[config.mk]
export PLATFORM = sky130hd
export DESIGN_NAME = bin2bcd_conv
export DESIGN_NICKNAME = d
export VERILOG_FILES = /design/src/rtl/bin2bcd_pkg.sv /design/src/rtl/bcd_digit_adj.sv /design/src/rtl/bin2bcd_conv.sv
export SDC_FILE = /design/constraint.sdc
export NUM_CORES = 1
export LEC_CHECK = 0
export CAP_MARGIN = 20
export CORE_ASPECT_RATIO = 0.6
export CORE_MARGIN = 3
export CORE_UTILIZATION = 55
export DETAILED_ROUTE_END_ITERATION = 8
export HOLD_SLACK_MARGIN = 0.15
export MAX_ROUTING_LAYER = met4
export PLACE_DENSITY = 0.79
export SLEW_MARGIN = 20
export SYNTH_ARGS = -nofsm -noshare
export SYNTH_HDL_FRONTEND = slang
export SYNTH_HIERARCHICAL = 1
export SYNTH_SLANG_ARGS = --single-unit
export TNS_END_PERCENT = 20
[constraint.sdc]
create_clock -name clk -period 2.2 [get_ports clk]
set_input_delay 0.44 -clock clk [delete_from_list [all_inputs] [get_ports clk]]
set_output_delay 0.44 -clock clk [all_outputs]
set_load 0.1 [all_outputs]
[src/rtl/bin2bcd_pkg.sv]
// Shared types and constants for the binary-to-BCD converter.
package bin2bcd_pkg;
   typedef enum logic [1:0] {S_IDLE, S_SHIFT, S_DONE} state_t;

   localparam int         DIG_W       = 4;
   localparam logic [3:0] ADD3_THRESH = 4'd5;
   localparam logic [3:0] SAT_DIG     = 4'd9;
endpackage

[src/rtl/bcd_digit_adj.sv]
// One double-dabble correction cell: add 3 to a BCD digit that is 5 or more.
module bcd_digit_adj
   import bin2bcd_pkg::*;
(
   input  logic [DIG_W-1:0] i_dig,
   output logic [DIG_W-1:0] o_dig
);
   assign o_dig = (i_dig >= ADD3_THRESH) ? i_dig + DIG_W'(3) : i_dig;
endmodule

[src/rtl/bin2bcd_conv.sv]
// Sequential double-dabble converter: one operand bit per cycle, with a saturating
// N_DIG-digit result and an overflow flag.
module bin2bcd_conv
   import bin2bcd_pkg::*;
#(
   parameter int W_BIN = 16,
   parameter int N_DIG = 4
)(
   input  logic               clk,
   input  logic               rst_n,
   input  logic               start,
   input  logic [W_BIN-1:0]   bin,
   output logic               busy,
   output logic               done,
   output logic [4*N_DIG-1:0] bcd,
   output logic               ovf
);
   localparam int ACC_W = DIG_W*(N_DIG+1);
   localparam int CNT_W = $clog2(W_BIN+1);

   state_t             r_state;
   logic [CNT_W-1:0]   r_cnt;
   logic [W_BIN-1:0]   r_op;
   logic [ACC_W-1:0]   r_acc;
   logic               r_lost;
   logic               r_busy;
   logic               r_done;
   logic [4*N_DIG-1:0] r_bcd;
   logic               r_ovf;

   logic [ACC_W-1:0]   w_adj;
   logic [ACC_W-1:0]   w_acc_nxt;
   logic               w_lost_nxt;
   logic               w_ovf;

   for (genvar g = 0; g <= N_DIG; g++) begin : g_dig
      bcd_digit_adj u_adj (
         .i_dig (r_acc[g*DIG_W +: DIG_W]),
         .o_dig (w_adj[g*DIG_W +: DIG_W])
      );
   end

   // A bit pushed out of the top digit is remembered so narrow N_DIG still flags overflow.
   assign w_acc_nxt  = {w_adj[ACC_W-2:0], r_op[W_BIN-1]};
   assign w_lost_nxt = r_lost | w_adj[ACC_W-1];
   assign w_ovf      = w_lost_nxt | (|w_acc_nxt[ACC_W-1 -: DIG_W]);

   always_ff @(posedge clk or negedge rst_n) begin
      if (!rst_n) begin
         r_state <= S_IDLE;
         r_cnt   <= '0;
         r_op    <= '0;
         r_acc   <= '0;
         r_lost  <= 1'b0;
         r_busy  <= 1'b0;
         r_done  <= 1'b0;
         r_bcd   <= '0;
         r_ovf   <= 1'b0;
      end else begin
         case (r_state)
            S_IDLE: begin
               if (start) begin
                  r_op    <= bin;
                  r_acc   <= '0;
                  r_lost  <= 1'b0;
                  r_cnt   <= '0;
                  r_busy  <= 1'b1;
                  r_state <= S_SHIFT;
               end
            end
            S_SHIFT: begin
               r_acc  <= w_acc_nxt;
               r_op   <= {r_op[W_BIN-2:0], 1'b0};
               r_lost <= w_lost_nxt;
               r_cnt  <= r_cnt + CNT_W'(1);
               if (r_cnt == CNT_W'(W_BIN-1)) begin
                  r_state <= S_DONE;
                  r_done  <= 1'b1;
                  r_ovf   <= w_ovf;
                  r_bcd   <= w_ovf ? {N_DIG{SAT_DIG}} : w_acc_nxt[4*N_DIG-1:0];
               end
            end
            S_DONE: begin
               r_done  <= 1'b0;
               r_busy  <= 1'b0;
               r_state <= S_IDLE;
            end
            default: r_state <= S_IDLE;
         endcase
      end
   end

   assign busy = r_busy;
   assign done = r_done;
   assign bcd  = r_bcd;
   assign ovf  = r_ovf;
endmodule

==> impl_metrics.tcl <==
set metrics [dict create \
    cts_inserted_buffers 9 \
    vias 2417 \
    clock_sinks 63 \
    rr_endpoint "bcd[9]" \
    hold_viol 0 \
    rows 20 \
    antenna_found_initial 0 \
    critPathCapture "bcd[9]" \
    yosysWarnings 6 \
    root_buffer "clkbuf_8" \
    synth_top_family_by_area "compound AO/OA/AOI/OAI gates" \
    synth_xor_area_share_pct 1.42 \
    period_share_pct 92.7 \
    antennaDiodeCount 0 \
    r2r_start "r_acc[16]" \
    netlist_instances 320 \
    io_pins 38 \
    required_ns 2.45 \
    final_layout_size_suffix_gt1_share_pct 14.5 \
    start_util_pct 58.8 \
    drtPass1Iterations 4 \
    core-area_um2 5230 \
    die_h_um 63.9 \
    setup_viol 0 \
    arrival_ns 2.28 \
    gr-total-overflow 0 \
    layout_common_cells "dfrtp_1 (63), nand2_1 (56), o21ai_0 (31)" \
    avgRoutedWirePerCell_um 15.6 \
    grt_pass1_vias 2298 \
    postSynthAreaPerCell_um2 9.61 \
    port-buffer-count 37 \
    die_w_um 103 \
    finalClockSkew_ns 0.00702 \
    grt_use_total_pct 23.7 \
    area_growth_pct 18.7 \
    startpoint_type "flip-flop" \
    cts_tree "done" \
    dp_hpwl_um 4860 \
    cap_violations 0 \
    die-area_um2 6550 \
    max_slew_margin_pct 65.5 \
    postCtsSetupRepairBufs 0 \
    cp-startpoint "r_acc[16]" \
    place_congestion 0.849 \
    max_freq_mhz 490 \
    synth_top_cell_area_share_pct 51.3 \
    fin_crit_ns 2.04 \
    via_per_inst 5.59 \
    maxSlewViolCount 0 \
    drc 0 \
    setup_tns_ns 0 \
    syn_nets 351 \
    finalNetCount 395 \
    wl_um 6760 \
    reg2reg_slack_ns 0.16 \
    final_common_cell "dfrtp_1" \
    ys_ff_latch 63 \
    ys_seq_area_share_pct 51.3 \
    p_leak_uw 0.00171 \
    yosys.area_share.simple_pct 16.2 \
    grt_max_degree 64 \
    status "finished clean" \
    critPathKind "reg2reg" \
    path_clk_slew_ns 0.06 \
    clock_latency_ns 0.34 \
    synthMuxAreaShare_pct 1.95 \
    synthTopCellsByArea "dfrtp_1 (51%), nand2_1 (6.8%), a22o_1 (5.4%)" \
    grt_pass1_wl_um 11600 \
    endpoint_kind "flip-flop" \
    syn_area_um2 3070 \
    synth_compound_area_share_pct 19.4 \
    place_ws_ns 0.114 \
    rsz0062_at_grt "false" \
    ant_nets 0 \
    yosysTopAreaCell "dfrtp_1" \
    worst_slack_ns 0.161 \
    crit_path_max_fanout 8 \
    ys_types 31 \
    reg2regPathDepth 8 \
    ir_drop_v 0.000966 \
    htree_levels 3 \
    worst_slew_pin_slew_ns 0.516 \
    pwr_density_cell_nw_per_um2 1560 \
    drt_iter0_drc 203 \
    clockBufferDepth 2 \
    min_path_type "reg2reg" \
    synth_fa_ha_area_share_pct 4.88 \
]
-- synthesized netlist by cell type, drive strengths merged --
library cell / count
clkbuf: 3
inv: 18
buf: 12
and2: 5
and3: 1
a32o: 1
nand4: 4
o311ai: 1
dfrtp: 63
o21ai: 38
o21bai: 1
xnor2: 5
nand3: 6
mux2i: 6
a21oi: 15
and2b: 1
nor4: 1
a22oi: 11
nand2b: 10
nand3b: 1
nand2: 56
a22o: 19
ha: 12
a31oi: 6
nor2: 24
-- state kept, by name, indices dropped and copies added (netlist names) --
register	cells
r_acc	20
bcd	16
r_op	16
r_cnt	5
r_state	2
busy	1
done	1
ovf	1
r_lost	1
-- cells by family after synthesis --
kind of cell	after synthesis
simple gates	109
buf+inv	33
xor+xnor	5
mux	6
compound gates	92
flops	63
fa+ha+maj	12
-- worst min-delay path by stage --
| stage | start | slack [ns] | depth (start not counted) | endpoint |
|---|---|---|---|---|
| 6_report | bcd[13] | 0.47 | 2 | bcd[13] |
| 2_1_floorplan | rst_n | 0.14 | 0 | bcd[0] |
| 4_1_cts | bcd[1] | 0.48 | 2 | bcd[1] |
| 3_3_place_gp | r_op[7] | 0.46 | 2 | r_op[7] |
| 3_5_place_dp | bcd[1] | 0.47 | 2 | bcd[1] |
| 5_1_grt | bcd[2] | 0.51 | 2 | bcd[2] |
-- per-layer routing --
layer / global-route usage, % / vias to the layer above / wire length (µm)
met1: 35.0 / 1153 / 3300
li1: - / 1190 / -
met3: 8.40 / 5 / 542
met2: 31.0 / 69 / 2880
met5: - / - / 0
met4: 5.40 / 0 / 39
-- worst max-delay path: stages (launching register included) --
cell	delay [ns]
dfrtp_1	0.43
ha_1	0.21
nand2b_1	0.18
a21oi_2	0.22
mux2i_1	0.16
nor4_4	0.30
buf_4	0.21
nand3_1	0.08
o21ai_0	0.17
-- area by class of cell --
class	instances	area [µm²]
clock buffers	11	141
clock inverters	2	10.0
inverters	18	67.6
multi-input cells	224	1360
well taps	66	82.6
fillers	397	1580
flip-flops and latches	63	1580
repair buffers	48	415
-- report_power, final --
part / total [µW] / switching [µW] / internal, µW
clock: 824 / 407 / 417
combinational: 2880 / 1860 / 1020
sequential: 1980 / 386 / 1600
total: 5680 / 2650 / 3030
-- what timing repair did --
action                     4_1_cts  5_1_grt
resized for setup                0        2
hold buffers                     1        0
hold endpoints to repair        63        0
setup endpoints to repair        0       10
-- through the flow --
step           cell area [µm²]  hold WS, ns  std cells  utilization (%)  power (µW)
2_1_floorplan             3070        0.144        320                -        4130
5_1_grt                   3650        0.511        432             69.8        6100
3_3_place_gp              3490        0.457        418             66.7        4750
4_1_cts                   3650        0.482        432             69.7        5700
3_5_place_dp              3490        0.467        418             66.7        4860
6_report                  3650        0.474        432             69.8        5680
No activity file was read; power rests on OpenSTA's default activity.
